**src/rtl/si5340_i2c_arbiter.sv**
```systemverilog
// Round-robin arbiter that runs one 16-bit-address register transaction per grant
// on a shared I2C byte controller; returns done, error code and read data to the requester.
module si5340_i2c_arbiter #(
    parameter int         NUM_REQ     = 3,
    parameter logic [6:0] SLAVE_ADDR  = 7'h74,
    parameter int         TIMEOUT_CYC = 200000
) (
    input  logic                   clk_i,
    input  logic                   arstn_i,
    input  logic [NUM_REQ-1:0]     req_i,
    input  logic [NUM_REQ-1:0]     rw_i,
    input  logic [16*NUM_REQ-1:0]  addr_i,
    input  logic [8*NUM_REQ-1:0]   wdata_i,
    output logic [NUM_REQ-1:0]     gnt_o,
    output logic [NUM_REQ-1:0]     done_o,
    output logic [1:0]             err_o,
    output logic [7:0]             rdata_o,
    output logic                   bc_start_o,
    output logic                   bc_stop_o,
    output logic                   bc_read_o,
    output logic                   bc_write_o,
    output logic                   bc_ack_in_o,
    output logic [7:0]             bc_din_o,
    input  logic                   bc_cmd_ack_i,
    input  logic                   bc_ack_out_i,
    input  logic [7:0]             bc_dout_i
);

    localparam int PW = (NUM_REQ > 1) ? $clog2(NUM_REQ) : 1;
    localparam int CW = $clog2(TIMEOUT_CYC + 1);
    localparam logic [CW-1:0] TO_LAST = CW'(TIMEOUT_CYC - 1);
    localparam logic [CW-1:0] TO_MAX  = CW'(TIMEOUT_CYC);

    localparam logic [1:0] ERR_OK   = 2'd0;
    localparam logic [1:0] ERR_NACK = 2'd1;
    localparam logic [1:0] ERR_TO   = 2'd2;

    typedef enum logic [3:0] {
        S_IDLE, S_SLA, S_AH, S_AL, S_WD, S_RSLA, S_RD, S_ABORT, S_DONE
    } state_t;

    state_t               r_state;
    state_t               w_state_next;
    logic [1:0]           r_err;
    logic [1:0]           w_err_next;
    logic [PW-1:0]        r_ptr;
    logic [PW-1:0]        r_gidx;
    logic [NUM_REQ-1:0]   r_gnt;
    logic                 r_rw;
    logic [15:0]          r_addr;
    logic [7:0]           r_wdata;
    logic [CW-1:0]        r_cnt;
    logic [NUM_REQ-1:0]   r_done;
    logic [1:0]           r_err_o;
    logic [7:0]           r_rdata;
    logic                 r_start, r_stop, r_read, r_write, r_ack_in;
    logic [7:0]           r_din;

    logic                 w_start_next, w_stop_next, w_read_next, w_write_next, w_ack_in_next;
    logic [7:0]           w_din_next;
    logic [15:0]          w_addr_arr  [NUM_REQ];
    logic [7:0]           w_wdata_arr [NUM_REQ];
    logic [PW-1:0]        w_pick;
    logic                 w_any_req;
    int                   w_idx;
    logic                 w_in_cmd;
    logic                 w_cmd_live;
    logic                 w_ack;
    logic                 w_timeout;

    generate
        for (genvar gi = 0; gi < NUM_REQ; gi++) begin : g_unpack
            assign w_addr_arr[gi]  = addr_i[16*gi +: 16];
            assign w_wdata_arr[gi] = wdata_i[8*gi +: 8];
        end
    endgenerate

    // Scan offsets high to low so the requester closest to the pointer wins.
    always_comb begin
        w_pick    = r_ptr;
        w_any_req = 1'b0;
        w_idx     = 0;
        for (int i = NUM_REQ - 1; i >= 0; i--) begin
            w_idx = int'(r_ptr) + i;
            if (w_idx >= NUM_REQ) begin
                w_idx = w_idx - NUM_REQ;
            end
            if (req_i[w_idx]) begin
                w_pick    = PW'(w_idx);
                w_any_req = 1'b1;
            end
        end
    end

    assign w_in_cmd   = (r_state != S_IDLE) && (r_state != S_DONE);
    assign w_cmd_live = r_start | r_stop | r_read | r_write;
    // An ack only counts while a command is actually on the bus.
    assign w_ack      = w_in_cmd && w_cmd_live && bc_cmd_ack_i;
    assign w_timeout  = w_in_cmd && !w_ack && (r_cnt >= TO_LAST);

    always_ff @(posedge clk_i or negedge arstn_i) begin
        if (!arstn_i) begin
            r_state <= S_IDLE;
        end else begin
            r_state <= w_state_next;
        end
    end

    always_comb begin
        w_state_next = r_state;
        w_err_next   = r_err;
        case (r_state)
            S_IDLE: begin
                if (w_any_req) begin
                    w_state_next = S_SLA;
                    w_err_next   = ERR_OK;
                end
            end
            S_SLA, S_AH, S_AL, S_RSLA: begin
                if (w_ack) begin
                    if (bc_ack_out_i) begin
                        w_state_next = S_ABORT;
                        w_err_next   = ERR_NACK;
                    end else if (r_state == S_SLA) begin
                        w_state_next = S_AH;
                    end else if (r_state == S_AH) begin
                        w_state_next = S_AL;
                    end else if (r_state == S_AL) begin
                        w_state_next = r_rw ? S_RSLA : S_WD;
                    end else begin
                        w_state_next = S_RD;
                    end
                end else if (w_timeout) begin
                    w_state_next = S_DONE;
                    w_err_next   = ERR_TO;
                end
            end
            S_WD, S_RD: begin
                if (w_ack) begin
                    w_state_next = S_DONE;
                    w_err_next   = (r_state == S_WD && bc_ack_out_i) ? ERR_NACK : ERR_OK;
                end else if (w_timeout) begin
                    w_state_next = S_DONE;
                    w_err_next   = ERR_TO;
                end
            end
            S_ABORT: begin
                if (w_ack || w_timeout) begin
                    w_state_next = S_DONE;
                end
            end
            S_DONE: begin
                w_state_next = S_IDLE;
            end
            default: begin
                w_state_next = S_IDLE;
            end
        endcase
    end

    // Command bits follow the next state, but are forced low for one cycle after each ack.
    always_comb begin
        w_start_next  = 1'b0;
        w_stop_next   = 1'b0;
        w_read_next   = 1'b0;
        w_write_next  = 1'b0;
        w_ack_in_next = 1'b0;
        w_din_next    = 8'h00;
        if (!(w_ack || w_timeout)) begin
            case (w_state_next)
                S_SLA: begin
                    w_start_next = 1'b1;
                    w_write_next = 1'b1;
                    w_din_next   = {SLAVE_ADDR, 1'b0};
                end
                S_AH: begin
                    w_write_next = 1'b1;
                    w_din_next   = r_addr[15:8];
                end
                S_AL: begin
                    w_write_next = 1'b1;
                    w_din_next   = r_addr[7:0];
                end
                S_WD: begin
                    w_write_next = 1'b1;
                    w_stop_next  = 1'b1;
                    w_din_next   = r_wdata;
                end
                S_RSLA: begin
                    w_start_next = 1'b1;
                    w_write_next = 1'b1;
                    w_din_next   = {SLAVE_ADDR, 1'b1};
                end
                S_RD: begin
                    w_read_next   = 1'b1;
                    w_stop_next   = 1'b1;
                    w_ack_in_next = 1'b1;
                end
                S_ABORT: begin
                    w_stop_next = 1'b1;
                end
                default: begin
                    w_din_next = 8'h00;
                end
            endcase
        end
    end

    always_ff @(posedge clk_i or negedge arstn_i) begin
        if (!arstn_i) begin
            r_err    <= ERR_OK;
            r_ptr    <= '0;
            r_gidx   <= '0;
            r_gnt    <= '0;
            r_rw     <= 1'b0;
            r_addr   <= 16'h0000;
            r_wdata  <= 8'h00;
            r_cnt    <= '0;
            r_done   <= '0;
            r_err_o  <= ERR_OK;
            r_rdata  <= 8'h00;
            r_start  <= 1'b0;
            r_stop   <= 1'b0;
            r_read   <= 1'b0;
            r_write  <= 1'b0;
            r_ack_in <= 1'b0;
            r_din    <= 8'h00;
        end else begin
            r_err    <= w_err_next;
            r_start  <= w_start_next;
            r_stop   <= w_stop_next;
            r_read   <= w_read_next;
            r_write  <= w_write_next;
            r_ack_in <= w_ack_in_next;
            r_din    <= w_din_next;

            if (!w_in_cmd || w_ack) begin
                r_cnt <= '0;
            end else if (r_cnt != TO_MAX) begin
                r_cnt <= r_cnt + 1'b1;
            end

            if (r_state == S_IDLE && w_any_req) begin
                r_gnt   <= NUM_REQ'(1) << w_pick;
                r_gidx  <= w_pick;
                r_rw    <= rw_i[w_pick];
                r_addr  <= w_addr_arr[w_pick];
                r_wdata <= w_wdata_arr[w_pick];
            end else if (r_state == S_DONE) begin
                r_gnt <= '0;
                r_ptr <= (r_gidx == PW'(NUM_REQ - 1)) ? '0 : r_gidx + 1'b1;
            end

            r_done  <= '0;
            r_err_o <= ERR_OK;
            if (w_state_next == S_DONE && r_state != S_DONE) begin
                r_done  <= r_gnt;
                r_err_o <= w_err_next;
                if (r_state == S_RD && w_ack) begin
                    r_rdata <= bc_dout_i;
                end
            end
        end
    end

    assign gnt_o       = r_gnt;
    assign done_o      = r_done;
    assign err_o       = r_err_o;
    assign rdata_o     = r_rdata;
    assign bc_start_o  = r_start;
    assign bc_stop_o   = r_stop;
    assign bc_read_o   = r_read;
    assign bc_write_o  = r_write;
    assign bc_ack_in_o = r_ack_in;
    assign bc_din_o    = r_din;

endmodule

```
**config.mk**
```make
export PLATFORM = sky130hd
export DESIGN_NAME = si5340_i2c_arbiter
export DESIGN_NICKNAME = d
export VERILOG_FILES = /design/src/rtl/si5340_i2c_arbiter.sv
export SDC_FILE = /design/constraint.sdc
export NUM_CORES = 1
export LEC_CHECK = 0
export CORE_ASPECT_RATIO = 0.6
export CORE_MARGIN = 3
export CORE_UTILIZATION = 69
export DETAILED_ROUTE_END_ITERATION = 8
export DONT_BUFFER_PORTS = 1
export GPL_ROUTABILITY_DRIVEN = 0
export HOLD_SLACK_MARGIN = 0.02
export PLACE_DENSITY = 0.84
export RECOVER_POWER = 100
export SETUP_SLACK_MARGIN = 0.2
export SLEW_MARGIN = 20
export SYNTH_ARGS = -nofsm -noshare
export SYNTH_HDL_FRONTEND = slang
export SYNTH_SLANG_ARGS = --single-unit
```
**constraint.sdc**
```tcl
create_clock -name clk_i -period 9.1 [get_ports clk_i]
set_clock_uncertainty 0.15 [all_clocks]
set_input_delay 1.82 -clock clk_i [delete_from_list [all_inputs] [get_ports clk_i]]
set_output_delay 1.82 -clock clk_i [all_outputs]
set_load 0.005 [all_outputs]
```
Word-level counts from Yosys, hierarchy flattened
Index checks and enable logic that the tools add are counted.

Register bits after elaboration: 81. Bits in latches: 0. RAM bits: 0. Bits in read-only memories: 0. Input bits: 90. Output and inout bits: 29. Word-level logic and storage cells: 143. Memories: 0.

Add/subtract/negate cells: 7. Multiply operators: 0. Divide/modulo/power cells: 0. Order comparisons: 9. Equal/unequal tests: 19. Shifts and indexed selects: 1. Mux-type cells: 61. Bitwise operators: 5. Reduce and logical (&&, ||, !) cells: 24.

Operator list (count): $lt 32x4->1 const B (3); $mux 32 (3); $pmux 8 s5 (1); $mux 18 (2); $bmux 16 s2 (1); $eq 4x3->1 const B (8); $mux 16 (2); $mux 8 (3); $mux 2 (11); $mux 1 (20); $mux 4 (5); $add 18x1->18 const B (1); $ge 18x18->1 const B (1); $mux 3 (6); $ne 18x18->1 const B (1); $bmux 8 s2 (1); $eq 4x2->1 const B (4); $pmux 4 s4 (1); $logic_and 1x1->1 (9); $bmux 1 s2 (4); $eq 4x1->1 const B (2); $eq 4x4->1 const B (2); $sub 3x2->4 const B (2); $ge 3x2->1 const B (2); 24 further kinds (31).

Depth between registers and ports, before layout
Depth after elaboration: 15. Depth in mapped cells: 12. Depth with buffers taken out: 10.

Worst setup path before layout
Ideal clock, no wire load.

Path type: input port to flip-flop. Start point: in req_i[1]. End point: reg r_addr[10]. Library setup time: 0.131 ns. Arrival: 3.589 ns. Required time: 8.819 ns. Slack: 5.229 ns. Stages: 9. Buffers on the path: 2. Cell sequence: nor2b_1 o21ai_0 a22oi_1 nor2_1 o311ai_1 or2_2 clkbuf_1 buf_2 o211ai_1.

Word-level cells in the longest chain between the ends: 10. Elaborated cells on any way between the ends: 20. Classes of those cells: 18 x mux; 1 x bitwise; 1 x reduce/logical.

RTL lines: start, declared (line 10) `input logic [NUM_REQ-1:0] req_i,`; $bmux 1 s2 (line 88) `if (req_i[w_idx]) begin`; $mux 1 (implied by the code) (2 in series) (line 88); $mux 2 (3 in series) (line 88); $not 2->3 (implied by the code) (line 247) `r_addr <= w_addr_arr[w_pick];`; $bmux 16 s2 (line 247); $mux 16 (implied by the code) (2 in series) (line 247); end signal, assigned (line 247); end, declared (line 50) `logic [15:0] r_addr;`.

Parallel ways exist; a longest one is shown, timed or not. The select of a mux whose other input is x is not followed. A chain may end at the register's enable or synchronous reset.

Final worst setup path
Start point: in req_i[1]. End point: reg r_wdata[0].

Word-level cells in the longest chain between the ends: 10. Elaborated cells on any way between the ends: 20. Classes of those cells: 18 x mux; 1 x bitwise; 1 x reduce/logical.

RTL lines: $bmux 1 s2 (line 88); $mux 1 (implied by the code) (2 in series) (line 88); $mux 2 (3 in series) (line 88); $not 2->3 (implied by the code) (line 248) `r_wdata <= w_wdata_arr[w_pick];`; $bmux 8 s2 (line 248); $mux 8 (implied by the code) (2 in series) (line 248); end signal, assigned (line 248); end, declared (line 51) `logic [7:0] r_wdata;`.

Parallel ways exist; a longest one is shown, timed or not. The select of a mux whose other input is x is not followed.

==> results.txt <==
----------------------------------------------------
[Power]
  Combinational cell fraction of total power ... between 40% and 50%
  Register share of total power ... a little over a third
  Switching share of power ... between 40% and 50%
  Static Leakage ... between 2 and 2.5 nW
  Power density over the cells ... about 350 nW/um2
  Maximum resistive drop on vdd ... approximately 230 uV
  Power share of the clock group ... between 10% and 20%
  Power spent charging and discharging nets ... 0.741 mW
  Internal ... between 0.8 and 0.9 mW

[Global route]
  Largest net degree at the start of global routing ... 82
  Vias in the first global route ... approximately 3400
  Overflow left after global routing ... 0
  Global-route wire length before repair ... ~17000 um
  GRT Overall Usage ... 28.6%
  Antenna violations before repair ... 0

[Logic synthesis]
  Number of distinct library cells after synthesis ... 59
  Synth Net Count ... approximately 560
  Syn Std Cell Area ... roughly 4500 um2
  Synth Register Bits ... 81
  Async set-or-reset flop fraction in the synthesized netlist ... 100%
  Area share of the leading cell type in the synthesized netlist ... 44.8%
  Mapped Cells ... 468
  Share of synthesized area occupied by flip-flops and latches ... 44.8%
  Cell with the most instances after synthesis ... dfrtp_1
  Top post-synthesis cells by area ... dfrtp_1, mux2i_1, o211ai_1, nand2_1, nand4_1
  Warnings, synthesis ... 0
  Ys flop type ... dfrtp_1
  Largest area contributor in the netlist ... dfrtp_1
  Number of enable flip-flop cells after synthesis ... 0
  Top cells by count, synth ... dfrtp_1, nand2_1, nor2_1, mux2i_1
  Post-synthesis average cell area ... just under 10 um2

[Outcome]
  Failing checks ... capacitance limit, slew limit
  Outcome ... finished, violations left

[Setup path]
  Worst setup path category ... in -> reg
  Endpoint class of the critical path ... flip-flop
  Cell count of the worst reg-to-reg path ... 6
  End of the worst register-to-register path ... bc_din_o[5]$_DFF_PN0_
  Largest delay share family, worst path ... buffers and inverters
  Crit path buf inv count ... 1
  Crit path launch ... req_i[1]
  Worst setup endpoint ... r_wdata[0]$_DFFE_PN0P_
  Cells traversed along the worst timing path ... nor2b_1, o21ai_0, a31oi_1, o221a_2, nor2_4, clkbuf_1, mux2i_1, o211ai_1
  Worst endpoint required time ... between 9 and 10 ns
  Critical Path Fanout Max ... 52
  Stages on the worst setup path ... 8
  Maximum single-stage delay on the critical path ... ~1.9 ns
  Data arrival time at the worst-slack endpoint ... between 5 and 6 ns
  Launching point of the worst reg2reg path ... bc_stop_o$_DFF_PN0_
  Worst-path cell with the longest stage delay ... clkbuf_1
  Setup slack of the worst register-to-register path ... ~4.1 ns
  Startpoint type of the worst setup path ... primary input

[CTS]
  Clk sinks ... 81
  # Post-CTS Setup Buffers ... 0
  CTS H-Tree Depth ... 3
  Worst-case clock buffer depth ... 2
  TritonCTS clock tree ... yes
  TritonCTS Buffers ... 9
  Number of hold buffers added after CTS ... 0
  CTS clk-pin slew, worst paths ... 0.09 ns
  Skew-Pair Late Insertion Delay ... ~0.36 ns
  Root Buffer ... clkbuf_8
  Number of gates resized after CTS ... 0

[Placement]
  Worst slack at placement ... roughly 4.7 ns
  Placed cells ... roughly 520
  Buffers added on ports ... 0
  HPWL after detailed placement ... between 7000 and 8000 um

[Detailed routing]
  Ratio of routed vias to standard cells ... between 6 and 7
  Via count ... 3667
  Routed len/inst ... 19.9 um
  Routed WL ... between 10000 and 15000 um
  Number of search-and-repair iterations in the first detailed-routing pass ... 5
  Remaining antenna violation count ... 0
  Iter 0 DRT Violations ... 375
  Post-detailed-route DRC marker count ... 0

[Timing]
  Worst setup margin ... roughly 4.0 ns
  Share of the clock period used by the worst path after layout ... a little under three fifths
  Maximum clock frequency ... a little under 200 MHz
  Minimum clock period ... about 5.1 ns
  Max Transition Viols Final ... 70
  Max-Slew Margin vs Limit ... -76.8%
  Total Neg Setup Slack ... 0 ns
  Final Setup Violations ... 0
  Final hold violation count ... 0
  Unrepaired setup endpoints after global routing ... no
  Worst Max-Slew Pin Slew ... roughly 2.7 ns

[Cells and area]
  Layout cells sized above 1 ... just over 9%
  Combined area of the multi-input logic cells ... ~2300 um2
  Layout overhead on the synthesized area ... 3.57%
  Number of antenna cells inserted ... 0
  Seq. cell area ... 2030 um2
  Final Non-Filler Cells ... 540
  Final-layout fill cell count ... 445
  Count of nets after finishing ... between 500 and 600

[Die]
  Total die area ... between 7000 and 8000 um2
  I/O pin count ... roughly 120
  Number of rows in the core area ... 22
  Die H ... between 60 and 70 um
  DIE WIDTH ... between 100 and 150 um
  Core region area ... just over 6000 um2
  Starting utilization of the core area ... around 73%

[Run]
  Number of maximum-capacitance violations ... 3

[Worst hold path]
  HP Class ... reg -> reg

----------------------------------------------------
-- layer usage --
metal / GRT usage (%) / part of all wire [%] / vias up
met4: 8.60 / 0.99 / 0
met5: 0 / 0 / -
li1: - / - / 1686
met2: 42.7 / 45 / 187
met3: 9.68 / 9.4 / 14
met1: 40.1 / 44 / 1780
-- layout by cell type, fill, tap and decap left out, types with 4 or more instances in the layout --
cell      Yosys  routed
a32oi_1       4       4
and3_1       11      11
mux2i_1      27      27
a211o_1       4       4
mux2_2        8       8
nand2_1      47      47
inv_1        19      19
dfrtp_1      81      81
nor4_1        5       5
o21a_1        4       4
xor2_1       10      10
nand3_1      16      16
o211ai_1     25      25
clkbuf_8      0      10
nor2_1       31      30
o21ai_0      21      21
a21oi_1      12      12
nor2b_1       5       5
o31a_1        4       4
ha_1          4       4
nor3_1        9       9
nand2b_1      5       5
xnor2_1       5       5
and2_0        0       6
nand4_1      25      25
-- power by group through the flow --
stage               Combinational, mW  Clock, mW  Sequential (mW)
floorplan                       0.654          0            0.550
global placement                0.731          0            0.593
detailed placement              0.771          0            0.600
CTS                             0.776      0.252            0.594
global route                    0.872      0.268            0.608
finish                          0.789      0.249            0.594
-- sequential cells by signal, indices dropped and copies added (netlist names), 2 cells and up --
name	flops
r_cnt	18
r_addr	16
bc_din_o	8
r_wdata	8
rdata_o	8
r_state	4
done_o	3
gnt_o	3
err_o	2
r_err	2
r_gidx	2
r_ptr	2
-- worst min path at each step --
stage	slack, ns	to	cells past startpoint	start
global route	0.37	r_err[0]$_DFF_PN0_	1	r_err[0]$_DFF_PN0_
floorplan	0.29	r_err[0]$_DFF_PN0_	1	r_err[0]$_DFF_PN0_
detailed placement	0.31	r_err[0]$_DFF_PN0_	1	r_err[0]$_DFF_PN0_
CTS	0.33	r_err[0]$_DFF_PN0_	1	r_err[0]$_DFF_PN0_
global placement	0.30	r_err[0]$_DFF_PN0_	1	r_err[0]$_DFF_PN0_
finish	0.32	r_err[0]$_DFF_PN0_	1	r_err[0]$_DFF_PN0_
-- final cells by class --
type                    count  share of cell area [%]
flip-flops and latches     81                    43.3
clock inverters             6                    1.04
repair buffers              3                   0.561
multi-input cells         336                    48.3
inverters                  20                    1.66
clock buffers              10                    2.94
well taps                  84                    2.24
-- logic make-up after synthesis --
group	share of synthesized area, %
AO/OA/AOI/OAI	18.2
XOR/XNOR	2.90
adder cells (fa/ha/maj)	1.33
buffers and inverters	5.09
flip-flops	44.8
multiplexers	7.96
AND/OR/NAND/NOR	19.7
-- stage by stage --
| stage | hold slack, ns | util (%) | cell area [um2] | power (mW) |
|---|---|---|---|---|
| 3_5_place_dp | 0.309 | 72.8 | 4530 | 1.37 |
| 5_1_grt | 0.366 | 75.3 | 4690 | 1.75 |
| 4_1_cts | 0.327 | 75.8 | 4720 | 1.62 |
| 3_3_place_gp | 0.302 | 72.8 | 4530 | 1.32 |
| 6_report | 0.325 | 75.3 | 4690 | 1.63 |
| 2_1_floorplan | 0.289 | - | 4520 | 1.20 |
(Power assumes the default switching activity.)
==> RTL change, RTL diff (config.mk and constraints unchanged) <==
Take the reset off `r_din` and load it in a clocked block of its own.
--- a/src/rtl/si5340_i2c_arbiter.sv
+++ b/src/rtl/si5340_i2c_arbiter.sv
@@ -225,5 +225,4 @@
             r_write  <= 1'b0;
             r_ack_in <= 1'b0;
-            r_din    <= 8'h00;
         end else begin
             r_err    <= w_err_next;
@@ -233,5 +232,4 @@
             r_write  <= w_write_next;
             r_ack_in <= w_ack_in_next;
-            r_din    <= w_din_next;
 
             if (!w_in_cmd || w_ack) begin
@@ -262,4 +260,8 @@
             end
         end
+    end
+
+    always_ff @(posedge clk_i) begin
+        r_din <= w_din_next;
     end
 
Formal check against the unedited RTL: not equivalent (Yosys sat finds a counterexample within 4 cycles, from zero or initial values and one cycle with arstn_i low).
==> RTL change against the original RTL <==
  * The flow still finishes with violations (capacitance limit, slew limit)
  * Largest power group unchanged
  * Cell area is 1.3% lower
  * Power grew 0.72%
  * Die area shrank 0.23%
  * Sequential share of layout area down 0.29 points
  * Synthesized area fell by 0.25%
  * Sequential cell count is the same
  * Critical path depth unchanged
  * Wire length decreased by 4.6%
  * Critical path type unchanged
  * Combinational power rose by 0.5%
  * Largest cell class unchanged
  * Worst setup slack got worse by 0.47 ns
  * Global-route usage is 1.4 points lower
==> RTL change: results (changes against the original RTL) <==
* Status: finished, violations left (unchanged)
* Failing checks: capacitance limit, slew limit (unchanged)
* Crit Path Max Fanout at 27 (was 52)
* Clock Tree Root: clkbuf_8 (unchanged)
* Largest registers: r_cnt x18, r_addr x16 (unchanged)
* Post-synth ARST share at 90.1% (was 100%)
* Worst path max stage delay at 1.49 ns (was 1.87 ns)
* Antenna violations before repair at 0 (unchanged)
* Fillcell total at 431 (was 445)
* Largest cells by area after synthesis: dfrtp_1 (40%), mux2i_1 (6.2%), o211ai_2 (5.3%), nand2_1 (4.3%), nand4_1 (3.7%) (was dfrtp_1 (45%), mux2i_1 (6.0%), o211ai_1 (4.1%), nand2_1 (3.9%), nand4_1 (3.5%))
* All-Layer GR Usage at 27.2% (was 28.6%)
* Max cap viols at 1 (was 3)
* Post-CTS Repair Setup Buffers at 0 (unchanged)
* Pins Over Slew Limit at 27 (was 70)
* Port Buf Inserts at 0 (unchanged)
* Ant diodes at 0 (unchanged)
* Share of layout cells above drive strength 1 at 10.4% (was 9.21%)
* Slew headroom at -34.0% (was -76.8%)
* Syn nets at 557 (was 562)
* Yosys warns at 0 (unchanged)
* Pin count of the biggest net entering global routing at 74 (was 82)
* CP top delay family: simple AND/OR/NAND/NOR gates (was buffers and inverters)
* Global-route wire length before repair at 16300 um (was 17100 um)
* CTS Buf Count at 9 (unchanged)
* Top cells by count, synth: dfrtp_1 (73), nand2_1 (52), nor2_1 (37) (was dfrtp_1 (81), nand2_1 (47), nor2_1 (31))
* NumNets Final at 540 (was 545)
* Hold crit path type: flop to flop (unchanged)
* VDD IR-drop max at 0.000234 V (was 0.000233 V)
* Cts repair resizes at 0 (unchanged)
* Vias in the first global route at 3274 (was 3423)
* Clk buf depth at 2 (unchanged)
* H-Tree Depth at 3 (unchanged)
* Worst path arrival time at 5.64 ns (was 5.23 ns)
* Unique cell type count in the Yosys netlist at 62 (was 59)
* P_leak at 2.05 nW (was 2.11 nW)
* Post-synthesis sequential area ratio at 44.0% (was 44.8%)
* DR vias at 3557 (was 3667)
* Clk pin slew, worst setup/hold paths at 0.09 ns (about the same)
* Drt first pass iters at 5 (unchanged)
* Worst skew pair latency at 0.37 ns
* Final wirelength at 10200 um (was 10700 um)
* Critical path's slowest cell: nor2_1 (was clkbuf_1)
* DR iter-0 viols at 266 (was 375)
* DP HPWL at 7350 um (was 7530 um)
RTL change: cell count changes in the layout (fill, tap and decap cells not counted), sizes merged, moves of 5 or more:
cell	delta
a31oi	+6
and3	-9
dfrtp	-8
dfxtp	+8
inv	-6
mux2	+7
nand2	+5
nor2	+7
o21ai	-5
or4	-5
RTL change: power breakdown:
group	internal (mW)	switching [mW]
sequential	0.480	0.106
combinational	0.298	0.495
clock	0.121	0.145
total	0.899	0.745
RTL change: worst min-delay path: cells and delay by family, from the launching register on:
kind / cells / cell delay (ns)
flops: 1 / 0.36
simple gates: 1 / 0.06
compound gates: 1 / 0.05
RTL change: final cells by class:
cell class / count / area [um2] / share of cell area [%]
Multi-Input combinational cell: 336 / 2260 / 48.8
Sequential cell: 81 / 1990 / 43.0
Clock buffer: 10 / 149 / 3.22
Tap cell: 84 / 105 / 2.27
Clock inverter: 6 / 53.8 / 1.16
Inverter: 13 / 48.8 / 1.06
Timing Repair Buffer: 5 / 22.5 / 0.487
RTL change: per-stage QoR:
step / setup WS (ns) / hold slack [ns] / util [%] / cells / cell area, um2
after floorplan: 5.43 / 0.297 / - / 463 / 4510
after global placement: 4.77 / 0.315 / 72.6 / 519 / 4520
after detailed placement: 4.67 / 0.324 / 72.6 / 519 / 4520
after CTS: 5.07 / 0.343 / 75.9 / 535 / 4720
after global routing: 3.18 / 0.368 / 74.3 / 535 / 4620
final: 3.52 / 0.352 / 74.3 / 535 / 4620
RTL change: logic make-up after synthesis:
group,after synthesis,share of synthesized area (%)
DFF,81,44.0
adders and majority gates,5,1.33
AOI/OAI and AO/OA,99,18.0
buffers and inverters,46,4.60
and+or+nand+nor,175,19.4
xor gates and xnor gates,14,2.72
muxes,43,9.95
RTL change: worst paths after layout:
check | slack [ns] | end | depth (start not counted) | from
max | 3.52 | r_rw | 8 | req_i[1]
min reg2reg | 0.35 | r_addr[2] | 2 | r_addr[2]
min | 0.35 | r_addr[2] | 2 | r_addr[2]
min in group asynchronous | 0.98 | r_addr[10] | 0 | arstn_i
max in group asynchronous | 7.72 | r_cnt[3] | 0 | arstn_i
max reg2reg | 3.86 | r_rw | 10 | r_ptr[0]
RTL change: metal layers:
metal | vias to the layer above | global-route usage (%) | wire, um
li1 | 1645 | - | -
met1 | 1728 | 38.7 | 4580
met2 | 175 | 38.8 | 4480
met3 | 9 | 10.6 | 1100
met4 | 0 | 7.22 | 65
met5 | - | 0 | 0
